==> config.mk <==
export PLATFORM = sky130hd
export DESIGN_NAME = regbank_sweep_flat
export DESIGN_NICKNAME = d
export VERILOG_FILES = /design/src/rtl/regbank_sweep_if.sv /design/src/rtl/regbank_sweep.sv /design/src/flat_wrapper.sv
export SDC_FILE = /design/constraint.sdc
export NUM_CORES = 2
export LEC_CHECK = 0
export CAP_MARGIN = 20
export CORE_MARGIN = 8
export CORE_UTILIZATION = 57
export DETAILED_ROUTE_END_ITERATION = 6
export HOLD_SLACK_MARGIN = 0.08
export PLACE_DENSITY = 0.75
export RECOVER_POWER = 25
export SYNTH_ARGS = -nofsm -noshare
export SYNTH_HDL_FRONTEND = slang
export SYNTH_SLANG_ARGS = --single-unit
==> constraint.sdc <==
create_clock -name clk -period 3.1 [get_ports clk]
set_clock_uncertainty 0.2 [all_clocks]
set_input_delay 0.465 -clock clk [delete_from_list [all_inputs] [get_ports clk]]
set_output_delay 0.465 -clock clk [all_outputs]
set_load 0.1 [all_outputs]
==> src/rtl/regbank_sweep_if.sv <==
// regbank_sweep_if
//   Bus bundle between the decode stage and the register bank.
//   master : decode/datapath side (drives indices, write data, ops)
//   slave  : register bank side (drives read data and status)
//   Signals:
//     sr1, sr2      read indices
//     rData1/2      combinational read data
//     dr, wrData    write index / write data
//     write         write enable
//     sp_op         00 none, 01 SP+=STEP, 10 SP-=STEP, 11 none
//     pc_inc        PC+=STEP
//     clr_req       start clear sweep
//     busy          sweep in progress
//     clr_done      one-cycle pulse at sweep completion
//     addr_err      sticky out-of-range write flag
interface regbank_sweep_if #(
  parameter int DATA_W = 32,
  parameter int ADDR_W = 5
);
  logic [ADDR_W-1:0] sr1;
  logic [ADDR_W-1:0] sr2;
  logic [DATA_W-1:0] rData1;
  logic [DATA_W-1:0] rData2;
  logic [ADDR_W-1:0] dr;
  logic [DATA_W-1:0] wrData;
  logic              write;
  logic [1:0]        sp_op;
  logic              pc_inc;
  logic              clr_req;
  logic              busy;
  logic              clr_done;
  logic              addr_err;

  modport master (
    output sr1, sr2, dr, wrData, write, sp_op, pc_inc, clr_req,
    input  rData1, rData2, busy, clr_done, addr_err
  );

  modport slave (
    input  sr1, sr2, dr, wrData, write, sp_op, pc_inc, clr_req,
    output rData1, rData2, busy, clr_done, addr_err
  );
endinterface

==> src/rtl/regbank_sweep.sv <==
// regbank_sweep
//   Parametrised register bank: GPR_N general-purpose registers plus
//   SP (index GPR_N) and PC (index GPR_N+1). Two combinational read
//   ports, one write port, hardware SP inc/dec and PC increment, and a
//   clear sequencer that rewrites one entry per cycle with its reset
//   value while reporting busy / clr_done.
//   Ports:
//     clk    clock, all state changes on rising edge
//     reset  asynchronous active-low reset
//     bus    regbank_sweep_if.slave (read/write/op/status signals)
//   Optional build macro:
//     REGBANK_BYPASS_EN  same-cycle write-through forwarding to both
//                        read ports; undefined by default.
module regbank_sweep #(
  parameter int                DATA_W  = 32,
  parameter int                GPR_N   = 16,
  parameter int                ADDR_W  = 5,
  parameter logic [DATA_W-1:0] SP_INIT = '0,
  parameter logic [DATA_W-1:0] PC_INIT = '0,
  parameter int                STEP    = 4
) (
  input logic            clk,
  input logic            reset,
  regbank_sweep_if.slave bus
);

  localparam int                NREGS    = GPR_N + 2;
  localparam logic [ADDR_W-1:0] SP_IDX   = ADDR_W'(GPR_N);
  localparam logic [ADDR_W-1:0] PC_IDX   = ADDR_W'(GPR_N + 1);
  // Range checks compare against the last valid index so that NREGS
  // never has to fit in ADDR_W bits.
  localparam logic [ADDR_W-1:0] LAST_IDX = ADDR_W'(NREGS - 1);
  localparam logic [DATA_W-1:0] STEP_D   = DATA_W'(STEP);

  localparam logic [1:0] ST_IDLE  = 2'd0;
  localparam logic [1:0] ST_SWEEP = 2'd1;
  localparam logic [1:0] ST_DONE  = 2'd2;

  logic [DATA_W-1:0] regs [NREGS];
  logic [1:0]        state;
  logic [ADDR_W-1:0] ptr;
  logic              busy_i;
  logic              wr_ok;
  logic              wr_bad;
  logic              sp_written;
  logic              pc_written;
  logic [DATA_W-1:0] rd1;
  logic [DATA_W-1:0] rd2;

  assign busy_i     = (state == ST_SWEEP);
  assign wr_ok      = bus.write && !busy_i && (bus.dr <= LAST_IDX);
  assign wr_bad     = bus.write && !busy_i && (bus.dr >  LAST_IDX);
  assign sp_written = wr_ok && (bus.dr == SP_IDX);
  assign pc_written = wr_ok && (bus.dr == PC_IDX);

  // Clear sequencer: IDLE -> SWEEP on request, walk ptr across every
  // entry, then a single DONE cycle before returning to IDLE.
  always_ff @(posedge clk or negedge reset) begin
    if (!reset) begin
      state <= ST_IDLE;
      ptr   <= '0;
    end else begin
      case (state)
        ST_IDLE: begin
          if (bus.clr_req) begin
            state <= ST_SWEEP;
            ptr   <= '0;
          end
        end
        ST_SWEEP: begin
          if (ptr == LAST_IDX) begin
            state <= ST_DONE;
            ptr   <= '0;
          end else begin
            ptr <= ptr + ADDR_W'(1);
          end
        end
        ST_DONE: state <= ST_IDLE;
        default: begin
          state <= ST_IDLE;
          ptr   <= '0;
        end
      endcase
    end
  end

  // Register storage. The sweep owns the bank while busy; otherwise the
  // write port has priority over sp_op/pc_inc for the SP/PC entries.
  always_ff @(posedge clk or negedge reset) begin
    if (!reset) begin
      for (int i = 0; i < GPR_N; i++) begin
        regs[i] <= '0;
      end
      regs[GPR_N]     <= SP_INIT;
      regs[GPR_N + 1] <= PC_INIT;
    end else if (busy_i) begin
      if (ptr == SP_IDX) begin
        regs[ptr] <= SP_INIT;
      end else if (ptr == PC_IDX) begin
        regs[ptr] <= PC_INIT;
      end else begin
        regs[ptr] <= '0;
      end
    end else begin
      if (wr_ok) begin
        regs[bus.dr] <= bus.wrData;
      end
      if (!sp_written) begin
        if (bus.sp_op == 2'b01) begin
          regs[GPR_N] <= regs[GPR_N] + STEP_D;
        end else if (bus.sp_op == 2'b10) begin
          regs[GPR_N] <= regs[GPR_N] - STEP_D;
        end
      end
      if (bus.pc_inc && !pc_written) begin
        regs[GPR_N + 1] <= regs[GPR_N + 1] + STEP_D;
      end
    end
  end

  // Sticky error: only a dropped (out-of-range, not busy) write sets it.
  always_ff @(posedge clk or negedge reset) begin
    if (!reset) begin
      bus.addr_err <= 1'b0;
    end else if (wr_bad) begin
      bus.addr_err <= 1'b1;
    end
  end

  // Read ports; indices past the bank read as zero.
  always_comb begin
    rd1 = '0;
    rd2 = '0;
    if (bus.sr1 <= LAST_IDX) begin
      rd1 = regs[bus.sr1];
    end
    if (bus.sr2 <= LAST_IDX) begin
      rd2 = regs[bus.sr2];
    end
`ifdef REGBANK_BYPASS_EN
    // Write-through of the port write only; SP/PC arithmetic is not forwarded.
    if (wr_ok && (bus.sr1 == bus.dr)) begin
      rd1 = bus.wrData;
    end
    if (wr_ok && (bus.sr2 == bus.dr)) begin
      rd2 = bus.wrData;
    end
`endif
  end

  assign bus.rData1   = rd1;
  assign bus.rData2   = rd2;
  assign bus.busy     = busy_i;
  assign bus.clr_done = (state == ST_DONE);

endmodule

==> src/flat_wrapper.sv <==
// flat-port wrapper written by rule: the top's interface ports become plain ports
module regbank_sweep_flat 
#(
  parameter int                DATA_W  = 32,
  parameter int                GPR_N   = 16,
  parameter int                ADDR_W  = 5,
  parameter logic [DATA_W-1:0] SP_INIT = '0,
  parameter logic [DATA_W-1:0] PC_INIT = '0,
  parameter int                STEP    = 4
)
  (clk, reset, bus_sr1, bus_sr2, bus_dr, bus_wrData, bus_write, bus_sp_op, bus_pc_inc, bus_clr_req, bus_rData1, bus_rData2, bus_busy, bus_clr_done, bus_addr_err);
  regbank_sweep_if #(.DATA_W(DATA_W), .ADDR_W(ADDR_W)) bus_i ();
  input logic clk;
  input logic reset;
  input wire logic [$bits(bus_i.sr1)-1:0] bus_sr1;
  input wire logic [$bits(bus_i.sr2)-1:0] bus_sr2;
  input wire logic [$bits(bus_i.dr)-1:0] bus_dr;
  input wire logic [$bits(bus_i.wrData)-1:0] bus_wrData;
  input wire logic [$bits(bus_i.write)-1:0] bus_write;
  input wire logic [$bits(bus_i.sp_op)-1:0] bus_sp_op;
  input wire logic [$bits(bus_i.pc_inc)-1:0] bus_pc_inc;
  input wire logic [$bits(bus_i.clr_req)-1:0] bus_clr_req;
  output wire logic [$bits(bus_i.rData1)-1:0] bus_rData1;
  output wire logic [$bits(bus_i.rData2)-1:0] bus_rData2;
  output wire logic [$bits(bus_i.busy)-1:0] bus_busy;
  output wire logic [$bits(bus_i.clr_done)-1:0] bus_clr_done;
  output wire logic [$bits(bus_i.addr_err)-1:0] bus_addr_err;
  assign bus_i.sr1 = bus_sr1;
  assign bus_i.sr2 = bus_sr2;
  assign bus_i.dr = bus_dr;
  assign bus_i.wrData = bus_wrData;
  assign bus_i.write = bus_write;
  assign bus_i.sp_op = bus_sp_op;
  assign bus_i.pc_inc = bus_pc_inc;
  assign bus_i.clr_req = bus_clr_req;
  assign bus_rData1 = bus_i.rData1;
  assign bus_rData2 = bus_i.rData2;
  assign bus_busy = bus_i.busy;
  assign bus_clr_done = bus_i.clr_done;
  assign bus_addr_err = bus_i.addr_err;
  regbank_sweep #(.DATA_W(DATA_W), .GPR_N(GPR_N), .ADDR_W(ADDR_W), .SP_INIT(SP_INIT), .PC_INIT(PC_INIT), .STEP(STEP)) u_core (.clk(clk), .reset(reset), .bus(bus_i));
endmodule
Yosys cells after proc, flatten, opt, wreduce, memory -nomap -nowiden --
Cells that the tools add are included.
Cells by class: reductions and logical operators 15, $add $sub $neg 4, magnitude comparators 10, bitwise gates (word level) 7, equal/unequal tests 9, multiplexer cells 25
Operator list (number):
- two-way mux 576 bit | 2
- bitwise AND 576 bit | 1
- bitwise mux 576 bit | 1
- inverter 576 bit | 1
- two-way mux 32 bit | 12
- binary-select mux 32 bit (select 5 bit) | 2
- demux 32 bit (select 5 bit) | 2
- adder 32 x 3 -> 32 bit (second input constant) | 2
- subtractor 32 x 3 -> 32 bit (second input constant) | 1
- >= comparator 6 bit (second input constant) | 4
- inverter 5 -> 6 bit | 4
- equality test 5 bit (second input constant) | 3
- less-or-equal comparator 5 bit (second input constant) | 3
- one-hot mux 5 bit (3 select lines) | 1
- < comparator 6 x 1 -> 1 bit (second input constant) | 2
- two-way mux 5 bit | 2
- logical AND 1 bit | 8
- adder 5 x 1 -> 5 bit (second input constant) | 1
- greater-than comparator 5 bit (second input constant) | 1
- equality test 2 x 1 -> 1 bit (second input constant) | 2
- equality test 2 bit (second input constant) | 2
- two-way mux 2 bit | 2
- != test 2 bit (second input constant) | 2
- one-hot mux 2 bit (2 select lines) | 1
- other kinds (6) | 8
Storage, ports and cells: output and inout port bits 67, bits in registers 584, word-level logic and storage cells 91, input bits 54

Depth between registers and ports, before layout --
depth after elaboration 11, depth in mapped cells 10

Least setup slack after synthesis --
Ideal clock, no wire load.
kind input -> output, start point input bus_sr1[0], end point output bus_rData1[21], arrival 3232 ps, cell stages on the path 6, slack -797 ps, path through clkbuf_1 -> buf_2 -> buf_2 -> clkbuf_1 -> mux2i_1 -> o22ai_1
On the way: cells in the longest elaborated chain, start to end 5, elaborated cells between the ends (all ways) 6, classes of those cells order compare (1); mux (4); bitwise (1)
Ends and longest elaborated chain:
- start: declaration | RTL line flat_wrapper.sv:15 | input wire logic [$bits(bus_i.sr1)-1:0] bus_sr1;
- inverter 5 -> 6 bit (not written as such) | RTL line regbank_sweep.sv:135 | rd1 = regs[bus.sr1];
- binary-select mux 32 bit (select 5 bit) | RTL line regbank_sweep.sv:135
- two-way mux 32 bit (not written as such) (2 in a row) | RTL line regbank_sweep.sv:135
- two-way mux 32 bit (*) | RTL line regbank_sweep.sv:134 | if (bus.sr1 <= LAST_IDX) begin
- end: declaration | RTL line flat_wrapper.sv:23 | output wire logic [$bits(bus_i.rData1)-1:0] bus_rData1;
Every way passes the cells marked *; elsewhere a longest branch is shown, timed or not. The select of a mux whose other input is x is not followed.

Worst setup path in the final report --
start point register u_core.regs[308] (netlist bit), end point output bus_rData2[20]
On the way: cells in the longest elaborated chain, start to end 4
Ends and longest elaborated chain:
- start: declaration | RTL line regbank_sweep.sv:39 | logic [DATA_W-1:0] regs [NREGS];
- start signal: indexed assignment | RTL line regbank_sweep.sv:106 | regs[bus.dr] <= bus.wrData;
- start signal: indexed assignment | RTL line regbank_sweep.sv:110 | regs[GPR_N] <= regs[GPR_N] + STEP_D;
- start signal: indexed assignment | RTL line regbank_sweep.sv:112 | regs[GPR_N] <= regs[GPR_N] - STEP_D;
- binary-select mux 32 bit (select 5 bit) | RTL line regbank_sweep.sv:138 | rd2 = regs[bus.sr2];
- two-way mux 32 bit (not written as such) (2 in a row) | RTL line regbank_sweep.sv:138
- two-way mux 32 bit | RTL line regbank_sweep.sv:137 | if (bus.sr2 <= LAST_IDX) begin
- end: declaration | RTL line flat_wrapper.sv:24 | output wire logic [$bits(bus_i.rData2)-1:0] bus_rData2;
No other way between the ends. The select of a mux whose other input is x is not followed.

==> results.json <==
{
  "timing.hold.ws_ns": 0.290,
  "synth_seq_area_share_pct": 45.6,
  "wl_per_cell_um": 35.8,
  "syn-instance-count": 2456,
  "synth_edf_count": 0,
  "ys_ff_latch": 584,
  "start_util_pct": 57.2,
  "die-width_um": 253,
  "maxSlewViolCount": 0,
  "clockBufferDepth": 3,
  "path_class": "reg -> out",
  "required_ns": 2.43,
  "fin_crit_sh_pct": 104,
  "mostFrequentLayoutCells": "dfrtp_1, a22o_1, mux4_2",
  "antenna_found_initial": 1,
  "gp_congestion": 0.981,
  "layout_commonest_cell": "dfrtp_1",
  "insertion_delay_ns": 0.66,
  "tritoncts": "built",
  "maxCapViolCount": 0,
  "grt_pass1_wl_um": 179000,
  "finalPower_mw": 28.7,
  "ys_types": 69,
  "vias": 26900,
  "die_area_sq_um": 64100,
  "fin_area_sq_um": 39600,
  "drtPass1Iterations": 6,
  "r2r_slack_ns": 0.32,
  "fin_util_pct": 70.7,
  "tns_ns": -1.50,
  "grt_max_degree": 109,
  "rows": 87,
  "holdCritStartpoint": "u_core.bus.addr_err",
  "cts_buffers": 60,
  "syn_nets": 2517,
  "portBuffers": 120,
  "cts-root-buf": "clkbuf_16",
  "grt_usage_pct": 37.4,
  "tightest_slew_ns": 1.43,
  "final_nets": 2641,
  "slew_headroom_pct": 4.44,
  "worstReg2RegStart": "u_core.state[0]",
  "overflow": 0,
  "pin_count": 121,
  "violations": "negative setup slack",
  "worst-path-max-fanout": 3,
  "hold_violations": 0,
  "layout-drive-gt1-share_pct": 35.5,
  "grt_pass1_vias": 27400,
  "cts_sinks": 584,
  "end_kind": "primary output",
  "crit_path_start_kind": "flop",
  "hpwl_um": 74500,
  "leakagePower_nw": 16.7,
  "multi_input_area_sq_um": 17100,
  "netlist_area_sq_um": 32100,
  "worstSetupStartpoint": "u_core.regs[308]",
  "dieHeight_um": 253,
  "fin_crit_ns": 3.22,
  "drt_wl_total_um": 121000,
  "status": "finished, violations left",
  "clk_pin_slew_worst_paths_ns": 0.07,
  "syn_to_final_growth_pct": 23.6,
  "ctsHtreeMaxLevel": 2,
  "fin_ws_ns": -0.125,
  "place_area_sq_um": 37000,
  "core_sq_um": 56100,
  "power_density_nw_per_um2": 724,
  "seq_area_sq_um": 14600,
  "vdd_ir_drop_max_mv": 0.519,
  "fmax_mhz": 310,
  "drt.antenna.violating_nets": 0,
  "rsz0062_at_grt": "yes",
  "fill_cells": 3558,
  "cp.arrival_ns": 2.56,
  "syn_avg_cell_area_sq_um": 13.1,
  "drtIter0Drc": 4013,
  "viasPerCell": 7.93,
  "async_reset_ff_share_pct": 100,
  "ys.flop_type": "dfrtp_1",
  "finalSetupViolations": 44,
  "ys_warn_count": 0,
  "drc": 0,
  "holdCritPathClass": "reg -> reg"
}
layout make-up:
| class | instances | share of cell area [%] |
|---|---|---|
| clock inverters | 26 | 1.01 |
| inverters | 80 | 0.947 |
| well taps | 756 | 2.39 |
| flip-flops and latches | 584 | 36.9 |
| repair buffers | 379 | 11.2 |
| multi-input cells | 1475 | 43.2 |
| diodes | 1 | 0.00631 |
| clock buffers | 85 | 4.41 |
routing by layer:
| layer | up-vias | track usage, % | wire length [um] |
|---|---|---|---|
| li1 | 10100 | - | - |
| met2 | 2590 | 54.1 | 53000 |
| met3 | 601 | 18.1 | 20200 |
| met5 | - | 0 | 0 |
| met4 | 0 | 19.5 | 7750 |
| met1 | 13600 | 46.5 | 40400 |
flip-flops by register name, summed over array words and instances, names as in the netlist:
signal / count
u_core.ptr: 5
u_core.bus.addr_err: 1
u_core.state: 2
u_core.regs: 576
power breakdown:
group	internal, mW	total (mW)	leakage, nW	switching (mW)
Combinational	4.38	10.1	7.63	5.74
Sequential	9.04	10.6	8.06	1.57
Clock	4.68	7.97	1.05	3.28
cell usage after synthesis (3+ instances only):
library cell / instances / area [sq um]
and4_1: 9 / 78.8
nor2_2: 16 / 100
xor2_1: 3 / 26.3
o22ai_1: 74 / 463
a22o_1: 513 / 4490
buf_2: 43 / 215
or2_2: 3 / 18.8
xnor2_1: 7 / 61.3
o211ai_1: 10 / 75.1
nor2b_1: 4 / 25.0
a211oi_1: 4 / 30.0
nand4_1: 14 / 87.6
nor4_1: 8 / 50.1
and2_1: 5 / 31.3
nor3b_1: 4 / 30.0
or3_1: 6 / 37.5
a32o_1: 6 / 60.1
o31a_1: 3 / 26.3
mux2i_1: 69 / 691
nor2_1: 37 / 139
buf_1: 32 / 120
a32oi_1: 4 / 35.0
nand2_1: 72 / 270
and3_1: 15 / 93.8
a31oi_1: 28 / 175
a22oi_1: 14 / 105
o311ai_0: 12 / 105
a21oi_1: 34 / 170
nor3_1: 21 / 105
nand3_1: 35 / 175
nand2b_1: 11 / 68.8
o21ai_0: 59 / 295
o32ai_1: 4 / 35.0
a221o_1: 3 / 30.0
nor4_4: 3 / 63.8
or4b_2: 3 / 30.0
or4_1: 3 / 22.5
mux4_2: 320 / 7210
inv_1: 79 / 297
clkbuf_1: 239 / 897
o21ai_1: 3 / 15.0
dfrtp_1: 584 / 14600
ha_1: 7 / 87.6
repair_timing:
item	CTS	global route
pin swaps	0	2
hold buffers	1	0
setup endpoints to repair	55	62
gates resized for setup	74	22
buffers inserted	22	40
endpoints found under the hold margin	277	0
logic make-up (layout without fill, tap and decap cells):
family | Yosys count | count (layout) | synth area share (%)
muxes | 389 | 389 | 24.6
DFF | 584 | 584 | 45.6
xor gates and xnor gates | 10 | 10 | 0.273
other | 0 | 1 | 0
adders and majority gates | 7 | 7 | 0.273
and+or+nand+nor | 283 | 283 | 4.92
AOI/OAI and AO/OA | 786 | 786 | 19.5
buffers and inverters | 397 | 570 | 4.86
stage by stage:
step	instances	worst slack (ns)
floorplan	2456	-0.0165
global placement	3210	-0.00486
detailed placement	3210	-0.0520
CTS	3342	-0.0890
global route	3386	-0.130
finish	3386	-0.125
worst max-delay path, stage by stage (launching register included):
cell and delay [ns]:
dfrtp_1 0.42, mux4_2 0.51, mux4_2 0.59, inv_2 0.12
o22ai_4 0.08, buf_12 0.18
final timing paths:
check                                       to  cells after the start
min reg2reg                u_core.bus.addr_err                      1
min                        u_core.bus.addr_err                      1
max reg2reg                   u_core.regs[111]                      9
min in group asynchronous      u_core.regs[28]                      2
max                             bus_rData2[20]                      5
max in group asynchronous     u_core.regs[217]                      3
No activity file was read; power rests on OpenSTA's default activity.
